## src/rtl/mul_fsm_pkg.sv

```systemverilog
// Shared definitions for the iterative shift-add multiply-accumulate engine.
//   state_e    : FSM state encoding (IDLE, CALC, DONE)
//   cnt_width  : bit width of the multiplier-bit counter for a given operand width
package mul_fsm_pkg;

   typedef enum logic [1:0] {
      IDLE = 2'd0,
      CALC = 2'd1,
      DONE = 2'd2
   } state_e;

   // Counter must index every multiplier bit; never narrower than one bit.
   function automatic int unsigned cnt_width(input int unsigned dw);
      return (dw > 1) ? $clog2(dw) : 1;
   endfunction

endpackage

```

## src/rtl/mul_fsm.sv

```systemverilog
// Iterative shift-add multiply-accumulate: product = multiplicand * multiplier + addend,
// one multiplier bit per clock. Fixed latency, data-independent.
// Ports:
//   clk          : clock, rising edge
//   rstn         : synchronous active-low reset
//   en           : request; accepted when en=1 and ready=1
//   ready        : idle and able to accept (registered)
//   multiplicand : operand A, unsigned, sampled at accept
//   multiplier   : operand B, unsigned, sampled at accept
//   addend       : operand C, unsigned, zero-extended, sampled at accept
//   product      : A*B+C, registered, held until the next result
//   vld_out      : one-cycle pulse marking product valid (registered)
module mul_fsm
   import mul_fsm_pkg::*;
#(
   parameter int unsigned DATAWIDTH = 16
) (
   input  logic                   clk,
   input  logic                   rstn,
   input  logic                   en,
   output logic                   ready,
   input  logic [DATAWIDTH-1:0]   multiplicand,
   input  logic [DATAWIDTH-1:0]   multiplier,
   input  logic [DATAWIDTH-1:0]   addend,
   output logic [2*DATAWIDTH-1:0] product,
   output logic                   vld_out
);

   localparam int unsigned PW = 2 * DATAWIDTH;
   localparam int unsigned CW = cnt_width(DATAWIDTH);

   state_e               state_q, state_d;
   logic [DATAWIDTH-1:0] a_q, a_d;
   logic [DATAWIDTH-1:0] b_q, b_d;
   logic [PW-1:0]        acc_q, acc_d;
   logic [PW-1:0]        product_q, product_d;
   logic [CW-1:0]        cnt_q, cnt_d;
   logic                 ready_q, ready_d;
   logic                 vld_q, vld_d;
   logic [PW-1:0]        acc_step;
   logic                 last_bit;

   // One partial-product step: add the shifted multiplicand when the current multiplier bit is set.
   always_comb begin
      acc_step = acc_q;
      if (b_q[cnt_q]) begin
         acc_step = acc_q + (PW'(a_q) << cnt_q);
      end
   end

   assign last_bit = (cnt_q == CW'(DATAWIDTH - 1));

   // Next-state, datapath and output decode.
   always_comb begin
      state_d   = state_q;
      a_d       = a_q;
      b_d       = b_q;
      acc_d     = acc_q;
      cnt_d     = cnt_q;
      product_d = product_q;

      case (state_q)
         IDLE: begin
            if (en) begin
               state_d = CALC;
               a_d     = multiplicand;
               b_d     = multiplier;
               acc_d   = PW'(addend);
               cnt_d   = '0;
            end
         end
         CALC: begin
            acc_d = acc_step;
            cnt_d = cnt_q + CW'(1);
            if (last_bit) begin
               // Final step result goes straight to the output register.
               state_d   = DONE;
               product_d = acc_step;
            end
         end
         DONE: begin
            state_d = IDLE;
         end
         default: begin
            state_d = IDLE;
         end
      endcase

      // Handshake outputs are registered from the next state.
      ready_d = (state_d == IDLE);
      vld_d   = (state_d == DONE);
   end

   // State and datapath registers.
   always_ff @(posedge clk) begin
      if (!rstn) begin
         state_q   <= IDLE;
         a_q       <= '0;
         b_q       <= '0;
         acc_q     <= '0;
         cnt_q     <= '0;
         product_q <= '0;
         ready_q   <= 1'b1;
         vld_q     <= 1'b0;
      end else begin
         state_q   <= state_d;
         a_q       <= a_d;
         b_q       <= b_d;
         acc_q     <= acc_d;
         cnt_q     <= cnt_d;
         product_q <= product_d;
         ready_q   <= ready_d;
         vld_q     <= vld_d;
      end
   end

   assign ready   = ready_q;
   assign vld_out = vld_q;
   assign product = product_q;

endmodule
```

## config.mk

```make
export PLATFORM = sky130hd
export DESIGN_NAME = mul_fsm
export DESIGN_NICKNAME = d
export VERILOG_FILES = /design/src/rtl/mul_fsm_pkg.sv /design/src/rtl/mul_fsm.sv
export SDC_FILE = /design/constraint.sdc
export NUM_CORES = 1
export LEC_CHECK = 0
export ABC_AREA = 1
export CAP_MARGIN = 25
export CORE_ASPECT_RATIO = 1.25
export CORE_UTILIZATION = 35
export DETAILED_ROUTE_END_ITERATION = 10
export MAX_ROUTING_LAYER = met4
export SLEW_MARGIN = 20
export SYNTH_ARGS = -nofsm -noshare
export SYNTH_HDL_FRONTEND = slang
export SYNTH_SLANG_ARGS = --single-unit
```

## constraint.sdc

```tcl
create_clock -name clk -period 3.93 [get_ports clk]
set_input_delay 0.9825 -clock clk [delete_from_list [all_inputs] [get_ports clk]]
set_output_delay 0.9825 -clock clk [all_outputs]
set_load 0.02 [all_outputs]
```

==> flow_summary.json, run 1 <==
{
  "cts.sinks": 104,
  "dp_hpwl_mm": 18.4,
  "finalSetupViolations": 0,
  "finalMaxSlewViolations": 0,
  "fp.dieW_um": 132,
  "clock_path_buffers": 2,
  "syn_area_per_cell_um2": 5.77,
  "fin_tns_setup_ns": 0,
  "cts_setup_buffers": 0,
  "fp-row-count": 59,
  "layout.nets": 1421,
  "dpl-instance-area_um2": 8440,
  "ys_warn_count": 0,
  "clk_pin_slew_ns": 0.09,
  "worst_setup_path_start_kind": "flip-flop",
  "min_to": "state_q[0]$_SDFF_PN0_",
  "coreArea_um2": 20700,
  "postRouteAntennaNets": 0,
  "max_freq_mhz": 282,
  "gp_congestion": 0.984,
  "maxCapViolations": 0,
  "initial_core_util": 0.356,
  "hold_ws_ns": 0.439,
  "grt_pass1_vias": 7246,
  "holdCritStartpoint": "state_q[0]$_SDFF_PN0_",
  "holdPathStages": 1,
  "multi_input_area_um2": 4420,
  "crit_path_end_kind": "flip-flop",
  "rsz0062_at_grt": "false",
  "track_usage": 0.227,
  "tightest_slew_ns": 0.668,
  "reg2reg_to": "acc_q[11]$_SDFFE_PN0P_",
  "grt_max_degree": 46,
  "cts_tree": "done",
  "cp_slowest_cell": "dfxtp_1",
  "p_leak_nw": 4.16,
  "finalWirelength_mm": 23.4,
  "skew_ns": 0.0121,
  "fp.dieH_um": 164,
  "first_pass_iters": 8,
  "crit_fanout": 11,
  "vias_per_cell": 4.83,
  "seqCellArea_um2": 2080,
  "cpPeakStageDelay_ns": 0.49,
  "worstPathRequired_ns": 4.17,
  "synth_cell_types": 33,
  "peakVddDrop_mv": 0.268,
  "dp_cells": 1600,
  "numCtsBuffers": 9,
  "gr-total-overflow": 0,
  "synth_cells": 1280,
  "design_area_um2": 8740,
  "remaining_drc_errors": 0,
  "arrival_ns": 3.78,
  "final_layout_size_suffix_gt1_frac": 0.0410,
  "ys_ff_latch": 104,
  "clock-root-buffer": "clkbuf_16",
  "worst-r2r-cell-count": 21,
  "period_minus_slack_ns": 3.54,
  "status": "finished clean",
  "ios": 85,
  "grt_pass1_wl_mm": 37.1,
  "antenna_cells": 0,
  "htreeDepth": 3,
  "port_buffers": 84,
  "drt_iter0_markers": 432,
  "hp-class": "reg -> reg",
  "p_total_mw": 2.75,
  "syn_to_final_growth_pct": 18.4,
  "crit_top_cell": "nand2_1",
  "ys_seq_area_frac": 0.282,
  "n_fill_cell": 2292,
  "antenna_found_initial": 0,
  "cts_resized": 0,
  "stdcell_count": 1616,
  "synthesis.area_um2": 7390,
  "post_drt_wl_per_cell_um": 14.5,
  "r2r_slack_ns": 0.39,
  "r2r_start": "cnt_q[0]$_SDFFE_PN0P_",
  "synth.net_count": 1364,
  "path_class": "reg -> reg",
  "hold_viol": 0,
  "worstPathCellList": "buf_4, nand2_1, nand2_1, inv_1, nand2_1, o21ai_0, nand2_1, o21ai_0, nor2_1, ha_1, nand2_1, inv_1, a21oi_1, nand2_1, nand2_1, nand2_1, or2_2, nand3_1, o21ai_1, a21oi_1, nor2_1",
  "dieArea_um2": 21700,
  "clk-insertion-delay-late_ns": 0.37,
  "num_vias": 7806,
  "slew_headroom": 0.554,
  "cts_hold_buf": 0,
  "fin_crit_sh": 0.902,
  "powerDensity_nw_per_um2": 314
}
## cells in the mapped netlist
cell type / instances / share of area
a31oi_1: 8 / 0.0068
o21bai_1: 3 / 0.0030
dfxtp_1: 104 / 0.28
or2_1: 3 / 0.0025
buf_1: 7 / 0.0036
nor3_1: 5 / 0.0034
ha_1: 32 / 0.054
nand2_1: 437 / 0.22
o31ai_1: 1 / 0.0010
nor4_1: 1 / 0.00085
a21boi_0: 1 / 0.0010
a221oi_1: 2 / 0.0024
inv_1: 161 / 0.082
o211ai_1: 1 / 0.0010
mux2i_1: 1 / 0.0014
xnor2_1: 10 / 0.012
o21ai_1: 11 / 0.0075
a21o_1: 4 / 0.0041
nor2_1: 162 / 0.082
clkbuf_1: 30 / 0.015
buf_2: 8 / 0.0054
buf_6: 3 / 0.0046
inv_2: 6 / 0.0030
nor2_2: 1 / 0.00085
nand3_1: 79 / 0.054
or2_2: 13 / 0.011
nand3b_1: 3 / 0.0030
nand4_1: 3 / 0.0025
fa_1: 1 / 0.0027
o21ai_0: 101 / 0.068
buf_4: 6 / 0.0061
a21oi_1: 68 / 0.046
a22o_1: 4 / 0.0047
## metal layers
layer / global-route usage / part of all wire / vias to the layer above
met2: 0.403 / 0.50 / 167
met1: 0.254 / 0.43 / 3490
met5: - / 0 / -
li1: - / - / 4106
met3: 0.0270 / 0.031 / 43
met4: 0.106 / 0.045 / 0
## state kept, by name, summed over array words and instances (netlist names)
name,count
product,32
vld_out,1
cnt_q,4
acc_q,32
ready,1
b_q,16
a_q,16
state_q,2
## cells by family (layout without fill, tap and decap cells)
| kind of cell | count (synthesis) | in the layout | share of synthesized area |
|---|---|---|---|
| adder cells (fa/ha/maj) | 33 | 33 | 0.0569 |
| buffers and inverters | 221 | 283 | 0.120 |
| XOR/XNOR | 10 | 10 | 0.0119 |
| multiplexers | 1 | 1 | 0.00136 |
| AND/OR/NAND/NOR | 707 | 707 | 0.382 |
| flip-flops | 104 | 104 | 0.282 |
| AO/OA/AOI/OAI | 204 | 204 | 0.146 |
## worst max path at each step
stage,to,startpoint
floorplan,acc_q[10]$_SDFFE_PN0P_,cnt_q[0]$_SDFFE_PN0P_
global placement,acc_q[11]$_SDFFE_PN0P_,cnt_q[0]$_SDFFE_PN0P_
detailed placement,acc_q[11]$_SDFFE_PN0P_,cnt_q[0]$_SDFFE_PN0P_
CTS,acc_q[11]$_SDFFE_PN0P_,cnt_q[0]$_SDFFE_PN0P_
global route,acc_q[11]$_SDFFE_PN0P_,cnt_q[0]$_SDFFE_PN0P_
finish,acc_q[11]$_SDFFE_PN0P_,cnt_q[0]$_SDFFE_PN0P_
## worst max-delay path: cells and delay by family (launching register included)
family | cells | cell delay (ns)
compound gates | 5 | 0.69
fa+ha+maj | 1 | 0.31
simple gates | 12 | 1.58
flops | 1 | 0.49
buf+inv | 3 | 0.33
## metrics by stage
step	worst slack, ns	util
floorplan	1.05	-
global placement	0.417	0.407
detailed placement	0.380	0.407
CTS	0.370	0.421
global route	0.0709	0.421
finish	0.387	0.421
## placed cells by master (no fill, tap or decap), types with 5 or more instances in the layout
cell type        instances
a21oi_1                 68
a31oi_1                  8
buf_4                   16
clkbuf_16                9
clkdlybuf4s50_1         84
dfxtp_1                104
ha_1                    32
inv_1                  160
inv_2                    7
nand2_1                437
nand3_1                 79
nor2_1                 160
nor3_1                   5
o21ai_0                101
o21ai_1                 11
or2_2                   13
xnor2_1                 10
## layout make-up
type,instances,area share
Clock inverter,7,0.00930
Sequential cell,104,0.238
Inverter,167,0.0717
Timing Repair Buffer,100,0.110
Tap cell,274,0.0392
Clock buffer,9,0.0258
Multi-Input combinational cell,955,0.506
## power breakdown
part,leakage (nW),internal (mW),switching (mW)
sequential,0.849,1.10,0.0409
clock,0.150,0.459,0.503
combinational,3.16,0.233,0.407
Note: power is estimated with default switching activity, not from simulation.
==> run 2, diff against run 1 <==
Settings changed: CORE_ASPECT_RATIO 1.25 to default.
==> run 2 against run 1 <==
Clock power down 5.0%. Global-route usage up 0.64 points. Sequential power about the same. Clock skew down 0.00063 ns. Maximum frequency up 5.1%. Total power down 1.5%. Core utilization up 0.59 points. Die area about the same. Largest cell class unchanged.
==> flow_summary.json, run 2 (same netlist as run 1, synthesis figures left out) <==
{
  "first_pass_iters": 5,
  "worst_setup_path_start_kind": "flip-flop",
  "cts_tree": "done",
  "fin_crit_sh": 0.857,
  "final_layout_size_suffix_gt1_frac": 0.0432,
  "num_vias": 7866,
  "status": "finished clean",
  "path_class": "reg -> reg",
  "remaining_drc_errors": 0,
  "max_freq_mhz": 297,
  "clk_pin_slew_ns": 0.08,
  "cts_hold_buf": 0,
  "coreArea_um2": 20400,
  "skew_ns": 0.0114,
  "cts_resized": 0,
  "seqCellArea_um2": 2080,
  "dieArea_um2": 21700,
  "clock-root-buffer": "clkbuf_16",
  "crit_fanout": 20,
  "initial_core_util": 0.362,
  "rsz0062_at_grt": "false",
  "antenna_found_initial": 0,
  "p_leak_nw": 4.16,
  "clk-insertion-delay-late_ns": 0.37,
  "port_buffers": 84,
  "clock_path_buffers": 2,
  "cts.sinks": 104,
  "fp-row-count": 52,
  "postRouteAntennaNets": 0,
  "p_total_mw": 2.71,
  "crit_path_end_kind": "flip-flop",
  "arrival_ns": 3.63,
  "grt_pass1_vias": 7266,
  "cts_setup_buffers": 0,
  "hold_viol": 0,
  "drt_iter0_markers": 538,
  "period_minus_slack_ns": 3.37,
  "hp-class": "reg -> reg",
  "worst-r2r-cell-count": 19,
  "wl_met2_mm": 10.8,
  "grt_max_degree": 46,
  "maxCapViolations": 0,
  "finalMaxSlewViolations": 0,
  "layout.nets": 1422,
  "final_cell_mix": "nand2_1, inv_1, nor2_1",
  "n_fill_cell": 2293,
  "antenna_cells": 0,
  "numCtsBuffers": 9,
  "cp-startpoint": "cnt_q[0]$_SDFFE_PN0P_",
  "wl_met1_mm": 11.0,
  "vias_per_cell": 4.88,
  "tightest_slew_ns": 0.717,
  "highest_layer": "met4",
  "final_common_cell": "nand2_1",
  "post_drt_wl_per_cell_um": 14.8,
  "holdCritStartpoint": "state_q[0]$_SDFF_PN0_",
  "finalWirelength_mm": 23.9,
  "grt_pass1_wl_mm": 38.2,
  "finalSetupViolations": 0,
  "syn_to_final_growth_pct": 18.2,
  "holdPathStages": 1,
  "worstPathRequired_ns": 4.19,
  "gp_congestion": 0.963,
  "r2r_start": "cnt_q[0]$_SDFFE_PN0P_",
  "r2r_slack_ns": 0.56,
  "powerDensity_nw_per_um2": 310,
  "peakVddDrop_mv": 0.235,
  "ios": 85,
  "wl_met3_mm": 1.05,
  "multi_input_area_um2": 4430,
  "htreeDepth": 3,
  "slew_headroom": 0.522,
  "fp.dieH_um": 147,
  "gr-total-overflow": 0,
  "fin_tns_setup_ns": 0,
  "fp.dieW_um": 147,
  "dp_hpwl_mm": 18.8,
  "track_usage": 0.233
}
-- run 2: changes by cell type in the layout (fill, tap and decap cells not counted), sizes merged --
cell,delta
clkbuf,+1
clkinvlp,+1
buf,+1
clkinv,-2
-- run 2: area by class of cell --
class	count	area share
sequential	104	0.239
multi-input combinational	955	0.507
tap	270	0.0387
clock buffer	10	0.0274
timing repair buffer	101	0.111
inverter	167	0.0718
clock inverter	6	0.00573
-- run 2: metal layers --
| layer | track usage | up-vias |
|---|---|---|
| met2 | 0.371 | 211 |
| li1 | - | 4128 |
| met4 | 0.104 | 0 |
| met1 | 0.293 | 3472 |
| met5 | - | - |
| met3 | 0.0329 | 55 |
-- run 2: metrics by stage --
stage	setup slack, ns	cells	instance area [um2]	hold WS, ns	utilization
2_1_floorplan	1.05	1280	7390	0.404	-
3_3_place_gp	0.337	1597	8440	0.418	0.413
3_5_place_dp	0.293	1597	8440	0.421	0.413
4_1_cts	0.266	1613	8730	0.432	0.427
5_1_grt	0.00821	1613	8730	0.450	0.427
6_report	0.560	1613	8730	0.433	0.427
-- run 2: critical path: stages, from the launching register on --
cell	delay, ns
dfxtp_2	0.45
inv_2	0.19
nand2_1	0.09
nand2_1	0.07
o21ai_0	0.30
o21ai_0	0.17
nand2_1	0.09
o21ai_0	0.13
ha_1	0.39
nand2_1	0.12
nor2_2	0.25
nand3_1	0.11
nand3_1	0.22
nand2_1	0.10
nand2_1	0.07
nand2_1	0.05
nand3_1	0.11
nand2_1	0.10
o21ai_0	0.18
inv_1	0.05
-- run 2: power breakdown --
| group | switching, mW | leakage, nW | internal, mW |
|---|---|---|---|
| sequential | 0.0439 | 0.850 | 1.10 |
| combinational | 0.409 | 3.16 | 0.235 |
| clock | 0.457 | 0.142 | 0.459 |
| total | 0.909 | 4.16 | 1.80 |
-- run 2: final timing paths --
check,to
setup / recovery,product[20]$_SDFFE_PN0P_
setup reg to reg,product[20]$_SDFFE_PN0P_
hold reg to reg,state_q[0]$_SDFF_PN0_
hold / removal,state_q[0]$_SDFF_PN0_
==> run 3, diff against run 2 <==
Settings changed: SLEW_MARGIN 20 to default.
==> results of run 3 <==
No change in the layout: final DEF, timing and power equal those of run 2.
